$ cat src/rtl/alu_arbiter_if.sv
// Requester, response and ALU-side signals of the shared-ALU arbiter.
// The slave side is the arbiter; the master side is the requesters plus the ALU.
interface alu_arbiter_if #(
  parameter int WIDTH = 64
);
  logic             req0_valid;
  logic             req0_ready;
  logic [2:0]       req0_op;
  logic [WIDTH-1:0] req0_a;
  logic [WIDTH-1:0] req0_b;
  logic             req1_valid;
  logic             req1_ready;
  logic [2:0]       req1_op;
  logic [WIDTH-1:0] req1_a;
  logic [WIDTH-1:0] req1_b;

  logic             rsp0_valid;
  logic [WIDTH-1:0] rsp0_result;
  logic             rsp0_zero;
  logic             rsp0_err;
  logic             rsp1_valid;
  logic [WIDTH-1:0] rsp1_result;
  logic             rsp1_zero;
  logic             rsp1_err;

  logic [2:0]       alu_operation;
  logic [WIDTH-1:0] alu_a;
  logic [WIDTH-1:0] alu_b;
  logic [WIDTH-1:0] alu_result;
  logic             alu_zero;

  modport slave (
    input  req0_valid, req0_op, req0_a, req0_b,
    input  req1_valid, req1_op, req1_a, req1_b,
    input  alu_result, alu_zero,
    output req0_ready, req1_ready,
    output rsp0_valid, rsp0_result, rsp0_zero, rsp0_err,
    output rsp1_valid, rsp1_result, rsp1_zero, rsp1_err,
    output alu_operation, alu_a, alu_b
  );

  modport master (
    output req0_valid, req0_op, req0_a, req0_b,
    output req1_valid, req1_op, req1_a, req1_b,
    output alu_result, alu_zero,
    input  req0_ready, req1_ready,
    input  rsp0_valid, rsp0_result, rsp0_zero, rsp0_err,
    input  rsp1_valid, rsp1_result, rsp1_zero, rsp1_err,
    input  alu_operation, alu_a, alu_b
  );
endinterface

$ cat src/rtl/alu_arbiter.sv
// Round-robin sequencer sharing one ALU between two requesters; response 2 cycles after accept
// (LONG_LAT+1 for mul/div). Ready only in IDLE; responses are single-cycle pulses with no backpressure.
module alu_arbiter #(
  parameter int WIDTH    = 64,
  parameter int LONG_LAT = 4
) (
  input  logic          clk,
  input  logic          rst_n,
  alu_arbiter_if.slave  bus
);
  localparam logic [2:0] OP_NOP = 3'b000;
  localparam logic [2:0] OP_DIV = 3'b011;
  localparam logic [2:0] OP_MUL = 3'b100;

  typedef enum logic {IDLE, BUSY} state_t;

  state_t           state;
  logic             last;
  logic             owner;
  logic             div_zero;
  logic [3:0]       cnt;

  logic             gnt0;
  logic             gnt1;
  logic             idle;
  logic [2:0]       sel_op;
  logic [WIDTH-1:0] sel_a;
  logic [WIDTH-1:0] sel_b;
  logic             sel_dz;
  logic             sel_long;

  // last==1 means req1 was served most recently, so req0 wins the next tie.
  always_comb begin
    gnt0     = bus.req0_valid && (!bus.req1_valid || last);
    gnt1     = bus.req1_valid && (!bus.req0_valid || !last);
    idle     = (state == IDLE) && rst_n;
    sel_op   = gnt1 ? bus.req1_op : bus.req0_op;
    sel_a    = gnt1 ? bus.req1_a  : bus.req0_a;
    sel_b    = gnt1 ? bus.req1_b  : bus.req0_b;
    sel_dz   = (sel_op == OP_DIV) && (sel_b == '0);
    sel_long = ((sel_op == OP_MUL) || (sel_op == OP_DIV)) && !sel_dz;
  end

  assign bus.req0_ready = idle && gnt0;
  assign bus.req1_ready = idle && gnt1;

  always_ff @(posedge clk or negedge rst_n) begin
    if (!rst_n) begin
      state             <= IDLE;
      last              <= 1'b1;
      owner             <= 1'b0;
      div_zero          <= 1'b0;
      cnt               <= '0;
      bus.alu_operation <= OP_NOP;
      bus.alu_a         <= '0;
      bus.alu_b         <= '0;
      bus.rsp0_valid    <= 1'b0;
      bus.rsp0_result   <= '0;
      bus.rsp0_zero     <= 1'b0;
      bus.rsp0_err      <= 1'b0;
      bus.rsp1_valid    <= 1'b0;
      bus.rsp1_result   <= '0;
      bus.rsp1_zero     <= 1'b0;
      bus.rsp1_err      <= 1'b0;
    end else begin
      bus.rsp0_valid <= 1'b0;
      bus.rsp1_valid <= 1'b0;
      case (state)
        IDLE: begin
          if (gnt0 || gnt1) begin
            state             <= BUSY;
            owner             <= gnt1;
            last              <= gnt1;
            div_zero          <= sel_dz;
            cnt               <= sel_long ? 4'(LONG_LAT - 1) : 4'd0;
            // A zero divisor never reaches the ALU; it sees a no-op instead.
            bus.alu_operation <= sel_dz ? OP_NOP : sel_op;
            bus.alu_a         <= sel_a;
            bus.alu_b         <= sel_b;
          end
        end
        BUSY: begin
          if (cnt == 4'd0) begin
            state             <= IDLE;
            bus.alu_operation <= OP_NOP;
            bus.alu_a         <= '0;
            bus.alu_b         <= '0;
            if (owner) begin
              bus.rsp1_valid  <= 1'b1;
              bus.rsp1_result <= div_zero ? '0 : bus.alu_result;
              bus.rsp1_zero   <= div_zero ? 1'b1 : bus.alu_zero;
              bus.rsp1_err    <= div_zero;
            end else begin
              bus.rsp0_valid  <= 1'b1;
              bus.rsp0_result <= div_zero ? '0 : bus.alu_result;
              bus.rsp0_zero   <= div_zero ? 1'b1 : bus.alu_zero;
              bus.rsp0_err    <= div_zero;
            end
          end else begin
            cnt <= cnt - 4'd1;
          end
        end
        default: state <= IDLE;
      endcase
    end
  end
endmodule

$ cat src/flat_wrapper.sv
// flat-port wrapper written by rule: the top's interface ports become plain ports
module alu_arbiter_flat 
#(
  parameter int WIDTH    = 64,
  parameter int LONG_LAT = 4
)
  (clk, rst_n, bus_req0_valid, bus_req0_op, bus_req0_a, bus_req0_b, bus_req1_valid, bus_req1_op, bus_req1_a, bus_req1_b, bus_alu_result, bus_alu_zero, bus_req0_ready, bus_req1_ready, bus_rsp0_valid, bus_rsp0_result, bus_rsp0_zero, bus_rsp0_err, bus_rsp1_valid, bus_rsp1_result, bus_rsp1_zero, bus_rsp1_err, bus_alu_operation, bus_alu_a, bus_alu_b);
  alu_arbiter_if #(.WIDTH(WIDTH)) bus_i ();
  input  logic clk;
  input  logic rst_n;
  input wire logic [$bits(bus_i.req0_valid)-1:0] bus_req0_valid;
  input wire logic [$bits(bus_i.req0_op)-1:0] bus_req0_op;
  input wire logic [$bits(bus_i.req0_a)-1:0] bus_req0_a;
  input wire logic [$bits(bus_i.req0_b)-1:0] bus_req0_b;
  input wire logic [$bits(bus_i.req1_valid)-1:0] bus_req1_valid;
  input wire logic [$bits(bus_i.req1_op)-1:0] bus_req1_op;
  input wire logic [$bits(bus_i.req1_a)-1:0] bus_req1_a;
  input wire logic [$bits(bus_i.req1_b)-1:0] bus_req1_b;
  input wire logic [$bits(bus_i.alu_result)-1:0] bus_alu_result;
  input wire logic [$bits(bus_i.alu_zero)-1:0] bus_alu_zero;
  output wire logic [$bits(bus_i.req0_ready)-1:0] bus_req0_ready;
  output wire logic [$bits(bus_i.req1_ready)-1:0] bus_req1_ready;
  output wire logic [$bits(bus_i.rsp0_valid)-1:0] bus_rsp0_valid;
  output wire logic [$bits(bus_i.rsp0_result)-1:0] bus_rsp0_result;
  output wire logic [$bits(bus_i.rsp0_zero)-1:0] bus_rsp0_zero;
  output wire logic [$bits(bus_i.rsp0_err)-1:0] bus_rsp0_err;
  output wire logic [$bits(bus_i.rsp1_valid)-1:0] bus_rsp1_valid;
  output wire logic [$bits(bus_i.rsp1_result)-1:0] bus_rsp1_result;
  output wire logic [$bits(bus_i.rsp1_zero)-1:0] bus_rsp1_zero;
  output wire logic [$bits(bus_i.rsp1_err)-1:0] bus_rsp1_err;
  output wire logic [$bits(bus_i.alu_operation)-1:0] bus_alu_operation;
  output wire logic [$bits(bus_i.alu_a)-1:0] bus_alu_a;
  output wire logic [$bits(bus_i.alu_b)-1:0] bus_alu_b;
  assign bus_i.req0_valid = bus_req0_valid;
  assign bus_i.req0_op = bus_req0_op;
  assign bus_i.req0_a = bus_req0_a;
  assign bus_i.req0_b = bus_req0_b;
  assign bus_i.req1_valid = bus_req1_valid;
  assign bus_i.req1_op = bus_req1_op;
  assign bus_i.req1_a = bus_req1_a;
  assign bus_i.req1_b = bus_req1_b;
  assign bus_i.alu_result = bus_alu_result;
  assign bus_i.alu_zero = bus_alu_zero;
  assign bus_req0_ready = bus_i.req0_ready;
  assign bus_req1_ready = bus_i.req1_ready;
  assign bus_rsp0_valid = bus_i.rsp0_valid;
  assign bus_rsp0_result = bus_i.rsp0_result;
  assign bus_rsp0_zero = bus_i.rsp0_zero;
  assign bus_rsp0_err = bus_i.rsp0_err;
  assign bus_rsp1_valid = bus_i.rsp1_valid;
  assign bus_rsp1_result = bus_i.rsp1_result;
  assign bus_rsp1_zero = bus_i.rsp1_zero;
  assign bus_rsp1_err = bus_i.rsp1_err;
  assign bus_alu_operation = bus_i.alu_operation;
  assign bus_alu_a = bus_i.alu_a;
  assign bus_alu_b = bus_i.alu_b;
  alu_arbiter #(.WIDTH(WIDTH), .LONG_LAT(LONG_LAT)) u_core (.clk(clk), .rst_n(rst_n), .bus(bus_i));
endmodule
$ cat config.mk
export PLATFORM = sky130hd
export DESIGN_NAME = alu_arbiter_flat
export DESIGN_NICKNAME = d
export VERILOG_FILES = /design/src/rtl/alu_arbiter_if.sv /design/src/rtl/alu_arbiter.sv /design/src/flat_wrapper.sv
export SDC_FILE = /design/constraint.sdc
export NUM_CORES = 1
export LEC_CHECK = 0
export BUFFER_PORTS_ARGS = -buffer_cell sky130_fd_sc_hd__buf_2
export CELL_PAD_IN_SITES_DETAIL_PLACEMENT = 0
export CELL_PAD_IN_SITES_GLOBAL_PLACEMENT = 1
export CORE_AREA = 5 5 229 231
export CTS_BUF_LIST = sky130_fd_sc_hd__clkbuf_8
export DETAILED_ROUTE_END_ITERATION = 6
export DIE_AREA = 0 0 234 236
export PLACE_DENSITY_LB_ADDON = 0.1
export SYNTH_ARGS = -nofsm -noshare
export SYNTH_HDL_FRONTEND = slang
export SYNTH_SLANG_ARGS = --single-unit
$ cat constraint.sdc
create_clock -name clk -period 2.5 [get_ports clk]
set_clock_uncertainty 0.15 [all_clocks]
set_input_delay 0.25 -clock clk [delete_from_list [all_inputs] [get_ports clk]]
set_output_delay 0.25 -clock clk [all_outputs]
set_load 0.05 [all_outputs]
==> impl_results.md <==
- Status: complete, no violations
- EDFF count, synth: 0
- Number of buffers created by CTS: 52
- CP Max Fanout: 15
- Initial core utilization: 23.7%
- Largest net degree at the start of global routing: 133
- PD cells: 1290 mW/mm^2
- CP startpoint kind: input pin
- Fmax: 415 MHz
- Max Cap Viol: 0
- Peak supply drop: 0.000574 V
- Synth Area in Compound Gates: 11.8%
- Max-slew headroom: 55.7%
- Synth top area share: 57.6%
- Total power: 26.0 mW
- Ports: 598
- Fraction of the mapped netlist area in simple logic gates: 15.5%
- Drt total wl: 52.4 mm
- Min-delay worst type: input pin to flip-flop
- Syn Nets: 1514
- Die Footprint: 0.0552 mm^2
- Xor-xnor portion of the synthesized cell area: 0.148%
- Routed Antenna Nets: 0
- Critical Path Max Stage Delay: 0.58 ns
- Clock tree sinks: 273
- Port Buffer Count: 597
- Syn Std Cell Area: 0.0118 mm^2
- Sequential area share after synthesis: 57.8%
- CTS tree: done
- Most common flop cell mapped by yosys: dfrtp_1
- Vias in the first global route: 13100
- Fin. Hold Viols: 0
- GPL Wtd Cong: 0.801
- Share of layout cells above drive strength 1: 33.5%
- Synth Area in Adders: 0.212%
- Synth warn: 0
- Pre-antenna DRT Iters: 4
- Skew-Pair Late Insertion Delay: 0.62 ns
- Actual slew at the worst max-slew pin: 0.664 ns
- Required @ worst endpoint: 2.83 ns
- Routed vias: 12100
- Critical Path Most Common Cell: dlygate4sd3_1
- Vias per cell: 4.27
- Yosys top cell by area: dfrtp_1
- Period utilization: 96.3%
- Critical path endpoint category: flip-flop
- Cells along the critical path: dlygate4sd3_1 > buf_2 > a21boi_4 > buf_12 > buf_4 > mux2i_1 > dlygate4sd3_1 > o21ai_0
- Ys async rst share: 100%
- Synthesized instance count: 1181
- Post-synthesis mux area share: 11.3%
- All-layer global routing usage: 18.2%
- Avg Inst Size Synth: 10.0 um^2
- Final Max Slew Viols: 0
- CTS clk-pin slew, worst paths: 0.05 ns
- Nets: 2446
- H-tree depth: 2
- Die Ht: 236 um
- Clk buf depth: 3
- First-pass GRT wire length: 78.4 mm
- Endpoints failing setup: 0
- Final min period: 2.41 ns
- Distinct cells, synth: 31
- Initial DRC Count: 388
- Setup CP Type: input pin to flip-flop
- FP Rows: 82
- RSZ-0062 raised after global routing: false
- HPWL after DPL: 38.2 mm
- Critical path arrival: 2.73 ns
- Die Wd: 234 um
- Synth top area cells: dfrtp_1 58%, o21ai_0 11%, mux2i_1 11%
- Core area: 0.0499 mm^2
- DR WL/cell: 18.5 um
- Residual DRC: 0
- Setup TNS: 0 ns
- P_leak: 10.3 nW
- FILL cells: 5120
- Crit-path slowest cell: dlygate4sd3_1
- Synthesis-to-layout area growth: 71.0%
- Congestion Overflow GR: 0
- Initial antenna violation count: 6
- Cell chosen for the clock root: clkbuf_8
- Largest family of logic cells by synthesized area: simple AND/OR/NAND/NOR gates
- Synth Register Bits: 273
==> final timing paths <==
| kind | slack (ns) | cells after the start | to | startpoint |
|---|---|---|---|---|
| max | 0.09 | 8 | u_core.bus.alu_b[58]$_DFFE_PN0P_ | bus_req1_valid |
| min | 0.07 | 5 | u_core.cnt[0]$_DFFE_PN0P_ | bus_req1_op[2] |
| max reg2reg | 0.11 | 6 | u_core.bus.alu_b[58]$_DFFE_PN0P_ | u_core.last$_DFFE_PN1P_ |
| min reg2reg | 0.32 | 2 | u_core.bus.alu_a[45]$_DFFE_PN0P_ | u_core.bus.alu_a[45]$_DFFE_PN0P_ |
| max in group asynchronous | 1.24 | 3 | u_core.owner$_DFFE_PN0P_ | rst_n |
| min in group asynchronous | 0.16 | 3 | u_core.bus.alu_b[42]$_DFFE_PN0P_ | rst_n |
==> kinds of logic after synthesis <==
logic type | after synthesis
buffers and inverters | 87
xor gates and xnor gates | 2
AOI/OAI and AO/OA | 274
adders and majority gates | 2
DFF | 273
and+or+nand+nor | 410
muxes | 133
==> layer usage <==
layer	up-vias	global-route usage, %	share of wire [%]
met5	-	0	0.025
met4	2	5.96	3.0
met3	93	6.03	8.4
met2	423	31.4	49
met1	5654	21.4	40
li1	5915	-	-
==> stage by stage <==
step / setup WS (ns) / hold WS, ns / utilization (%) / cell area (um^2) / instances
after detailed placement: 0.331 / 0.0540 / 31.4 / 15700 / 2393
final: 0.0918 / 0.0675 / 40.6 / 20200 / 2831
after global routing: 0.0206 / 0.112 / 40.5 / 20200 / 2829
after CTS: 0.0548 / 0.0135 / 40.5 / 20200 / 2826
after global placement: 0.288 / 0.0559 / 31.4 / 15700 / 2393
after floorplan: 0.428 / -0.196 / - / 11800 / 1181
==> cell usage in the layout (no fill, tap or decap), drive strengths merged, types with 4 or more instances in the layout <==
cell type,instances
clkbuf,72
nor4,32
nand4,4
clkinv,13
dlygate4sd3,335
buf,622
mux2i,130
o21ai,266
nor3,6
inv,18
nand2,285
nor2,8
nand2b,66
dfrtp,272
==> registers in the layout, summed over array words and instances (netlist names), 3 cells and up <==
register and cells:
u_core.bus.alu_a 64, u_core.cnt 4, u_core.bus.rsp1_result 64, u_core.bus.rsp0_result 64, u_core.bus.alu_operation 3, u_core.bus.alu_b 64
==> cell type report <==
| type | count | area (um^2) | share of cell area [%] |
|---|---|---|---|
| Timing Repair Buffer | 958 | 6710 | 33.2 |
| Clock buffer | 71 | 977 | 4.83 |
| Antenna cell | 3 | 7.51 | 0.0371 |
| Clock inverter | 26 | 171 | 0.848 |
| Sequential cell | 273 | 6830 | 33.8 |
| Inverter | 7 | 26.3 | 0.130 |
| Tap cell | 672 | 841 | 4.16 |
| Multi-Input combinational cell | 821 | 4650 | 23.0 |
==> worst max-delay path: cells and delay by family <==
kind	cells	cell delay, ns
buffers and inverters	5	1.84
AO/OA/AOI/OAI	2	0.37
multiplexers	1	0.25
==> where the power goes <==
part           internal, mW  total [mW]  switching, mW
sequential             6.38        7.41           1.02
clock                  2.74        4.81           2.07
combinational          3.40        13.8           10.4
==> timing repair <==
action,CTS,global route
hold buffers,336,0
endpoints found under the hold margin,538,0
setup buffers,0,1
setup endpoints to repair,0,6
resized for setup,0,0
==> synth_stat cells, types with 2 or more instances <==
| master | n |
|---|---|
| nor3b_1 | 2 |
| inv_1 | 7 |
| mux2_2 | 3 |
| o21ai_0 | 266 |
| buf_2 | 38 |
| nand2_1 | 285 |
| mux2i_1 | 130 |
| nor3_1 | 6 |
| ha_1 | 2 |
| nor4_1 | 32 |
| nand2b_1 | 66 |
| nand3_1 | 2 |
| dfrtp_1 | 272 |
| clkbuf_1 | 41 |
| nor2_1 | 8 |
| a31oi_1 | 2 |
| nand4_1 | 4 |
| xor2_1 | 2 |
Note: power is estimated with default switching activity, not from simulation.
